[src/rtl/gemm_seq_pkg.sv]
// Shared types and default widths for the GEMM tile-loop sequencer.
// Optional stall counter is enabled with GEMM_STALL_CNT_EN.
package gemm_seq_pkg;

  localparam int unsigned TILE_W          = 8;
  localparam int unsigned TILE_ROWS       = 32;
  localparam int unsigned TILE_COLS       = 32;
  localparam int unsigned URAM_ADDR_WIDTH = 12;
  localparam int unsigned OP_ADDR_WIDTH   = 15;
  localparam int unsigned NUM_MAT_WIDTH   = 5;
  localparam int unsigned CNT_WIDTH       = 32;

  typedef enum logic [2:0] {
    IDLE   = 3'd0,
    ISSUE  = 3'd1,
    WAIT_T = 3'd2,
    WB     = 3'd3,
    WAIT_W = 3'd4,
    FINISH = 3'd5
  } state_t;

  typedef struct packed {
    logic [TILE_W-1:0]        m;
    logic [TILE_W-1:0]        n;
    logic [TILE_W-1:0]        k;
    logic [NUM_MAT_WIDTH-1:0] num_mats;
  } cfg_t;

  function automatic logic cfg_has_zero(input cfg_t c);
    return (c.m == '0) || (c.n == '0) || (c.k == '0) || (c.num_mats == '0);
  endfunction

endpackage

[src/rtl/gemm_seq_addr_gen.sv]
// Multiplier-free stride accumulators for the A, B and C tile base addresses.
module gemm_seq_addr_gen #(
  parameter int unsigned AW       = 12,
  parameter int unsigned CW       = 15,
  parameter int unsigned A_STRIDE = 32,
  parameter int unsigned B_STRIDE = 32,
  parameter int unsigned C_STRIDE = 32
) (
  input  logic          clk,
  input  logic          reset,
  input  logic          i_restart,
  input  logic          i_step_k,
  input  logic          i_step_n,
  input  logic          i_step_m,
  output logic [AW-1:0] o_a_base,
  output logic [AW-1:0] o_b_base,
  output logic [CW-1:0] o_c_base
);

  localparam logic [AW-1:0] A_INC = AW'(A_STRIDE);
  localparam logic [AW-1:0] B_INC = AW'(B_STRIDE);
  localparam logic [CW-1:0] C_INC = CW'(C_STRIDE);

  logic [AW-1:0] r_a;
  logic [AW-1:0] r_a_row;
  logic [AW-1:0] r_b;
  logic [CW-1:0] r_c;

  // At the last ki, a+stride and b+stride already land on the next row/col start.
  always_ff @(posedge clk) begin
    if (reset || i_restart) begin
      r_a     <= '0;
      r_a_row <= '0;
      r_b     <= '0;
      r_c     <= '0;
    end else if (i_step_k) begin
      r_a <= r_a + A_INC;
      r_b <= r_b + B_INC;
    end else if (i_step_n) begin
      r_a <= r_a_row;
      r_b <= r_b + B_INC;
      r_c <= r_c + C_INC;
    end else if (i_step_m) begin
      r_a     <= r_a + A_INC;
      r_a_row <= r_a + A_INC;
      r_b     <= '0;
      r_c     <= r_c + C_INC;
    end
  end

  assign o_a_base = r_a;
  assign o_b_base = r_b;
  assign o_c_base = r_c;

endmodule

[src/rtl/gemm_tile_sequencer.sv]
// Tile-loop controller for batched GEMM: issues tile computes and write-backs.
// Define GEMM_STALL_CNT_EN to build the wait-stall cycle counter.
module gemm_tile_sequencer
  import gemm_seq_pkg::*;
(
  input  logic                       clk,
  input  logic                       reset,
  input  logic                       start,
  input  logic                       abort,
  input  logic [TILE_W-1:0]          cfg_m_tiles,
  input  logic [TILE_W-1:0]          cfg_n_tiles,
  input  logic [TILE_W-1:0]          cfg_k_tiles,
  input  logic [NUM_MAT_WIDTH-1:0]   cfg_num_mats,
  output logic                       tile_start,
  output logic                       accum_clear,
  output logic [URAM_ADDR_WIDTH-1:0] a_base,
  output logic [URAM_ADDR_WIDTH-1:0] b_base,
  input  logic                       tile_done,
  output logic                       wb_start,
  output logic [OP_ADDR_WIDTH-1:0]   c_base,
  input  logic                       wb_done,
  output logic                       busy,
  output logic                       done,
  output logic [NUM_MAT_WIDTH-1:0]   num_mat_done,
  output logic [CNT_WIDTH-1:0]       active_clk_count,
  output logic [CNT_WIDTH-1:0]       stall_clk_count
);

  state_t                   r_state;
  cfg_t                     r_cfg;
  logic [TILE_W-1:0]        r_mi;
  logic [TILE_W-1:0]        r_ni;
  logic [TILE_W-1:0]        r_ki;
  logic [NUM_MAT_WIDTH-1:0] r_mat;
  logic [NUM_MAT_WIDTH-1:0] r_nmd;
  logic [CNT_WIDTH-1:0]     r_active;
  logic                     r_tile_start;
  logic                     r_accum_clear;
  logic                     r_wb_start;
  logic                     r_busy;
  logic                     r_done;

  cfg_t w_cfg_in;
  logic w_accept;
  logic w_last_k;
  logic w_last_n;
  logic w_last_m;
  logic w_last_mat;
  logic w_adv;
  logic w_step_k;
  logic w_step_n;
  logic w_step_m;
  logic w_restart;

  assign w_cfg_in   = '{m: cfg_m_tiles, n: cfg_n_tiles, k: cfg_k_tiles, num_mats: cfg_num_mats};
  assign w_accept   = (r_state == IDLE) && start;
  assign w_last_k   = (r_ki == r_cfg.k - TILE_W'(1));
  assign w_last_n   = (r_ni == r_cfg.n - TILE_W'(1));
  assign w_last_m   = (r_mi == r_cfg.m - TILE_W'(1));
  assign w_last_mat = (r_mat == r_cfg.num_mats - NUM_MAT_WIDTH'(1));
  assign w_adv      = (r_state == WAIT_W) && wb_done && !abort;
  assign w_step_k   = (r_state == WAIT_T) && tile_done && !abort && !w_last_k;
  assign w_step_n   = w_adv && !w_last_n;
  assign w_step_m   = w_adv && w_last_n && !w_last_m;
  assign w_restart  = w_accept || (w_adv && w_last_n && w_last_m);

  // The start-acceptance cycle counts as the first active cycle of a run.
  always_ff @(posedge clk) begin
    if (reset) begin
      r_state       <= IDLE;
      r_cfg         <= '0;
      r_mi          <= '0;
      r_ni          <= '0;
      r_ki          <= '0;
      r_mat         <= '0;
      r_nmd         <= '0;
      r_active      <= '0;
      r_tile_start  <= 1'b0;
      r_accum_clear <= 1'b0;
      r_wb_start    <= 1'b0;
      r_busy        <= 1'b0;
      r_done        <= 1'b0;
    end else begin
      r_tile_start  <= 1'b0;
      r_accum_clear <= 1'b0;
      r_wb_start    <= 1'b0;
      r_done        <= 1'b0;
      if (r_state == IDLE) begin
        if (start) begin
          r_cfg         <= w_cfg_in;
          r_mi          <= '0;
          r_ni          <= '0;
          r_ki          <= '0;
          r_mat         <= '0;
          r_nmd         <= '0;
          r_active      <= CNT_WIDTH'(1);
          r_state       <= ISSUE;
          r_busy        <= 1'b1;
          r_tile_start  <= !cfg_has_zero(w_cfg_in);
          r_accum_clear <= !cfg_has_zero(w_cfg_in);
        end
      end else if (abort) begin
        r_state <= IDLE;
        r_busy  <= 1'b0;
      end else begin
        r_active <= r_active + CNT_WIDTH'(1);
        case (r_state)
          ISSUE: begin
            if (cfg_has_zero(r_cfg)) begin
              r_state <= FINISH;
              r_done  <= 1'b1;
            end else begin
              r_state <= WAIT_T;
            end
          end
          WAIT_T: begin
            if (tile_done) begin
              if (!w_last_k) begin
                r_ki         <= r_ki + TILE_W'(1);
                r_state      <= ISSUE;
                r_tile_start <= 1'b1;
              end else begin
                r_state    <= WB;
                r_wb_start <= 1'b1;
              end
            end
          end
          WB: r_state <= WAIT_W;
          WAIT_W: begin
            if (wb_done) begin
              r_ki          <= '0;
              r_state       <= ISSUE;
              r_tile_start  <= 1'b1;
              r_accum_clear <= 1'b1;
              if (!w_last_n) begin
                r_ni <= r_ni + TILE_W'(1);
              end else begin
                r_ni <= '0;
                if (!w_last_m) begin
                  r_mi <= r_mi + TILE_W'(1);
                end else begin
                  r_mi <= '0;
                  if (r_nmd != '1) r_nmd <= r_nmd + NUM_MAT_WIDTH'(1);
                  if (!w_last_mat) begin
                    r_mat <= r_mat + NUM_MAT_WIDTH'(1);
                  end else begin
                    r_mat         <= '0;
                    r_state       <= FINISH;
                    r_done        <= 1'b1;
                    r_tile_start  <= 1'b0;
                    r_accum_clear <= 1'b0;
                  end
                end
              end
            end
          end
          FINISH: begin
            r_state <= IDLE;
            r_busy  <= 1'b0;
          end
          default: begin
            r_state <= IDLE;
            r_busy  <= 1'b0;
          end
        endcase
      end
    end
  end

  gemm_seq_addr_gen #(
    .AW       (URAM_ADDR_WIDTH),
    .CW       (OP_ADDR_WIDTH),
    .A_STRIDE (TILE_ROWS),
    .B_STRIDE (TILE_COLS),
    .C_STRIDE (TILE_ROWS)
  ) u_addr_gen (
    .clk       (clk),
    .reset     (reset),
    .i_restart (w_restart),
    .i_step_k  (w_step_k),
    .i_step_n  (w_step_n),
    .i_step_m  (w_step_m),
    .o_a_base  (a_base),
    .o_b_base  (b_base),
    .o_c_base  (c_base)
  );

`ifdef GEMM_STALL_CNT_EN
  logic                 r_wait_cont;
  logic [CNT_WIDTH-1:0] r_stall;
  logic                 w_in_wait;
  logic                 w_leave;

  assign w_in_wait = (r_state == WAIT_T) || (r_state == WAIT_W);
  assign w_leave   = ((r_state == WAIT_T) && tile_done) || ((r_state == WAIT_W) && wb_done);

  // r_wait_cont marks that the current wait cycle is not the first of its wait.
  always_ff @(posedge clk) begin
    if (reset || w_accept) begin
      r_stall     <= '0;
      r_wait_cont <= 1'b0;
    end else if (abort) begin
      r_wait_cont <= 1'b0;
    end else if (w_in_wait) begin
      if (r_wait_cont && (r_stall != '1)) r_stall <= r_stall + CNT_WIDTH'(1);
      r_wait_cont <= !w_leave;
    end else begin
      r_wait_cont <= 1'b0;
    end
  end

  assign stall_clk_count = r_stall;
`else
  assign stall_clk_count = '0;
`endif

  assign tile_start       = r_tile_start;
  assign accum_clear      = r_accum_clear;
  assign wb_start         = r_wb_start;
  assign busy             = r_busy;
  assign done             = r_done;
  assign num_mat_done     = r_nmd;
  assign active_clk_count = r_active;

endmodule

[config.mk]
export PLATFORM = sky130hd
export DESIGN_NAME = gemm_tile_sequencer
export DESIGN_NICKNAME = d
export VERILOG_FILES = /design/src/rtl/gemm_seq_pkg.sv /design/src/rtl/gemm_seq_addr_gen.sv /design/src/rtl/gemm_tile_sequencer.sv
export SDC_FILE = /design/constraint.sdc
export NUM_CORES = 1
export LEC_CHECK = 0
export ABC_AREA = 1
export CAP_MARGIN = 20
export CORE_MARGIN = 4
export CORE_UTILIZATION = 48
export CTS_CLUSTER_SIZE = 14
export DETAILED_ROUTE_END_ITERATION = 8
export PLACE_DENSITY = 0.77
export RECOVER_POWER = 50
export SKIP_CTS_REPAIR_TIMING = 1
export SLEW_MARGIN = 30
export SYNTH_ARGS = -nofsm -noshare
export SYNTH_HDL_FRONTEND = slang
export SYNTH_SLANG_ARGS = --single-unit
[constraint.sdc]
create_clock -name clk -period 2.02 [get_ports clk]
set_clock_uncertainty 0.2 [all_clocks]
set_input_delay 0.404 -clock clk [delete_from_list [all_inputs] [get_ports clk]]
set_output_delay 0.404 -clock clk [all_outputs]
set_load 0.02 [all_outputs]
==> tab_implementation.tex <==
\begin{tabular}{lr}
\hline
Metric & Value \\
\hline
\multicolumn{2}{l}{\textbf{Clock network}} \\
Clock transition time at the flip-flop clock pins of the worst setup and hold paths & 0.06 ns \\
Clock Sink Count & 144 \\
Maximum root-to-sink buffer count & 2 \\
Number of buffers inserted during clock tree synthesis & 17 \\
Clock insertion delay at the later pin of the skew report & 0.42 ns \\
CTS tree & yes \\
Maximum level of the CTS H-tree & 4 \\
Clock tree root buffer cell & clkbuf\_16 \\
\multicolumn{2}{l}{\textbf{Floorplan}} \\
CORE AREA & 16700 um\^{}2 \\
Top-level I/O count & 148 \\
Std-Cell Rows & 47 \\
Overall die area & 19390 um\^{}2 \\
Die Y-Extent & 139.2 um \\
Initial Utilization & 49.50\% \\
Die Width & 139.2 um \\
\multicolumn{2}{l}{\textbf{Routing}} \\
Starting DRC count in detailed routing & 634 \\
Number of nets with antenna violations after detailed routing & 0 \\
Detailed Routing Iterations Pass 1 & 6 \\
DRC violation count after routing & 0 \\
Number of vias after detailed routing & 8780 \\
Post-DR wirelength/cell & 14.48 um \\
Number of vias per cell after detailed routing & 5.242 \\
Total routed wirelength & 24260 um \\
\multicolumn{2}{l}{\textbf{Critical path}} \\
Cells traversed along the worst timing path & inv\_1 > nand2\_1 > nor2\_1 > nand2\_2 > nand2\_4 > clkbuf\_1 > inv\_2 > nor3\_4 > buf\_4 > nand3\_2 > a21oi\_2 \\
End of the worst register-to-register path & r\_ki[4] \\
Worst r2r src & r\_state[0] \\
Critical path destination & r\_ki[4] \\
Arrival time at the worst endpoint & 2.49 ns \\
Critical path required time & 2.18 ns \\
Logic depth of the worst register-to-register path & 11 \\
Max stage delay cell, worst path & dfxtp\_2 \\
Launch point of the worst path & r\_state[0] \\
Largest stage delay, worst path & 0.33 ns \\
Register-to-Register Setup Slack & -0.31 ns \\
Worst Path Max Fanout & 7 \\
Critical path type & flop to flop \\
Startpoint Class & flop \\
Type of destination of the critical path & flop \\
\multicolumn{2}{l}{\textbf{Global routing}} \\
First-pass GRT wire length & 36580 um \\
Via count of the first global-routing pass & 8007 \\
Maximum number of pins on one net before global-route repair & 57 \\
Total global routing overflow & 0 \\
Number of antenna violations at the first check in global routing & 0 \\
Aggregate global-route resource usage & 22.11\% \\
\multicolumn{2}{l}{\textbf{STA}} \\
Post-route clock period utilization & 115.2\% \\
Setup repair after global routing missed its margin & true \\
Number of endpoints with negative hold slack in the final report & 0 \\
Final-layout worst hold slack & 0.2616 ns \\
Setup violations, final & 93 \\
Slew of the pin with the lowest slew margin & 0.5359 ns \\
Min cycle time layout & 2.328 ns \\
Total count of max-transition violations in the final report & 0 \\
Final Worst Setup Slack & -0.3080 ns \\
Summed negative setup slack over all endpoints & -20.51 ns \\
Highest achievable clock rate & 429.5 MHz \\
Relative slew margins & 64.27\% \\
\multicolumn{2}{l}{\textbf{Power and ir drop}} \\
Cell Pwr Density & 704.3 nW/um\^{}2 \\
IR Drop Worst-Case VDD & 0.6324 mV \\
Static Leak & 5.024 nW \\
\multicolumn{2}{l}{\textbf{Synthesis}} \\
Synthesized area & 8267 um\^{}2 \\
Top area cells in the synthesized netlist & dfxtp\_1 35\%, nand2\_1 13\%, a21oi\_1 6.1\% \\
Number of unique standard cell types used by synthesis & 45 \\
Warnings, synthesis & 0 \\
Register bit total from synthesis & 144 \\
Fraction of the yosys area taken by sequential cells & 34.87\% \\
Post-synthesis area per instance & 6.782 um\^{}2 \\
Synth top area share & 34.87\% \\
Cell taking the most area after synthesis & dfxtp\_1 \\
Post-synthesis cell count & 1219 \\
\multicolumn{2}{l}{\textbf{Run status}} \\
Status & complete, but fails checks \\
Violations in the final reports & negative setup slack \\
\multicolumn{2}{l}{\textbf{Place}} \\
Number of cells in the design after placement & 1633 \\
HPWL reported at the end of detailed placement & 16420 um \\
Number of port buffers & 105 \\
Post-Place Cell Area & 10310 um\^{}2 \\
Last weighted congestion value of the routability-driven placer & 0.9220 \\
Worst slack at placement & -0.2900 ns \\
\multicolumn{2}{l}{\textbf{Finish}} \\
Most frequent cells in the layout & 267 x nand2\_1, 132 x dfxtp\_1, 118 x inv\_1, 112 x buf\_4, 97 x nor2\_1 \\
Post-route cell area & 11410 um\^{}2 \\
Total Nets Final & 1493 \\
Area Overhead vs Synth & 38.02\% \\
Cell Count, Final, Fillers Out & 1675 \\
Leading cell type in the layout, fill and taps excluded & nand2\_1 \\
Antenna diode instance count & 0 \\
Proportion of layout cells with a drive suffix above 1 & 23.02\% \\
\multicolumn{2}{l}{\textbf{Min path}} \\
Hold path depth & 2 \\
Class of the tightest hold or removal check & flop to flop \\
\multicolumn{2}{l}{\textbf{Run}} \\
Maxcap violations & 0 \\
\hline
\end{tabular}
## cells by family after synthesis
kind of cell | after synthesis | share of synthesized area (%)
AO/OA/AOI/OAI | 177 | 11.40
XOR/XNOR | 55 | 5.827
adder cells (fa/ha/maj) | 16 | 2.422
buffers and inverters | 210 | 12.06
flip-flops | 144 | 34.87
other | 1 | 0.04536
AND/OR/NAND/NOR | 616 | 33.37
## worst min path at each step
stage	start	to	slack (ns)
6_report	busy	busy	0.26
2_1_floorplan	u_addr_gen.r_a_row[10]	u_addr_gen.r_a_row[10]	0.24
3_3_place_gp	busy	busy	0.24
5_1_grt	u_addr_gen.r_a_row[2]	u_addr_gen.r_a_row[2]	0.28
4_1_cts	busy	busy	0.26
3_5_place_dp	busy	busy	0.25
## layout make-up
type	count	area [um^2]
inverters	138	530.5
clock buffers	22	484.2
multi-input cells	907	5152
flip-flops and latches	144	2898
clock inverters	10	132.6
well taps	220	275.3
fillers	1354	5291
repair buffers	234	1937
## Yosys cell counts (all sizes together)
library cell / n
a22oi: 2
buf: 56
inv: 137
clkinv: 1
o22ai: 5
o211ai: 1
or2: 2
conb: 1
dfxtp: 144
xor2: 37
nor2: 125
nand3b: 6
nand3: 91
and2: 1
nand2: 305
nand4: 26
o21ai: 57
o21a: 4
a211oi: 3
a21oi: 102
clkbuf: 16
xnor2: 18
a31oi: 1
a32o: 1
nor3: 45
o2111ai: 1
nor3b: 3
and3: 2
nor4: 10
ha: 16
## where the power goes
group          internal, mW  switching, mW  leakage [nW]
Sequential             2.94         0.0895          1.17
Combinational         0.689           1.03          3.55
Clock                  2.07           1.22         0.298
Total                  5.70           2.34          5.02
## flip-flops by register name, indices dropped and copies added (netlist names)
register             count
accum_clear              1
active_clk_count        32
busy                     1
done                     1
num_mat_done             5
r_cfg                   29
r_ki                     8
r_mat                    5
r_mi                     8
r_ni                     8
r_state                  3
tile_start               1
u_addr_gen.o_a_base     12
u_addr_gen.o_b_base      7
u_addr_gen.o_c_base     10
u_addr_gen.r_a_row      12
wb_start                 1
## metal layers
metal / track usage [%] / share of wire [%] / vias up
met4: 6.488 / 2.4 / 0
met5: 0 / 0 / -
met3: 4.185 / 5.3 / 52
met1: 27.94 / 42 / 4087
li1: - / - / 4345
met2: 38.42 / 51 / 296
## critical path, delay by kind of cell, from the launching register on
family          cells  cell delay [ns]
compound gates      1             0.13
buf+inv             4             0.77
flops               1             0.33
simple gates        6             0.85
## metrics by stage
step / utilization (%) / total power, mW
after floorplan: - / 4.061
after global placement: 61.76 / 4.529
after detailed placement: 61.76 / 4.556
after CTS: 65.46 / 7.824
after global routing: 68.32 / 8.367
final: 68.32 / 8.036
Power figures use the tool's default switching activity.
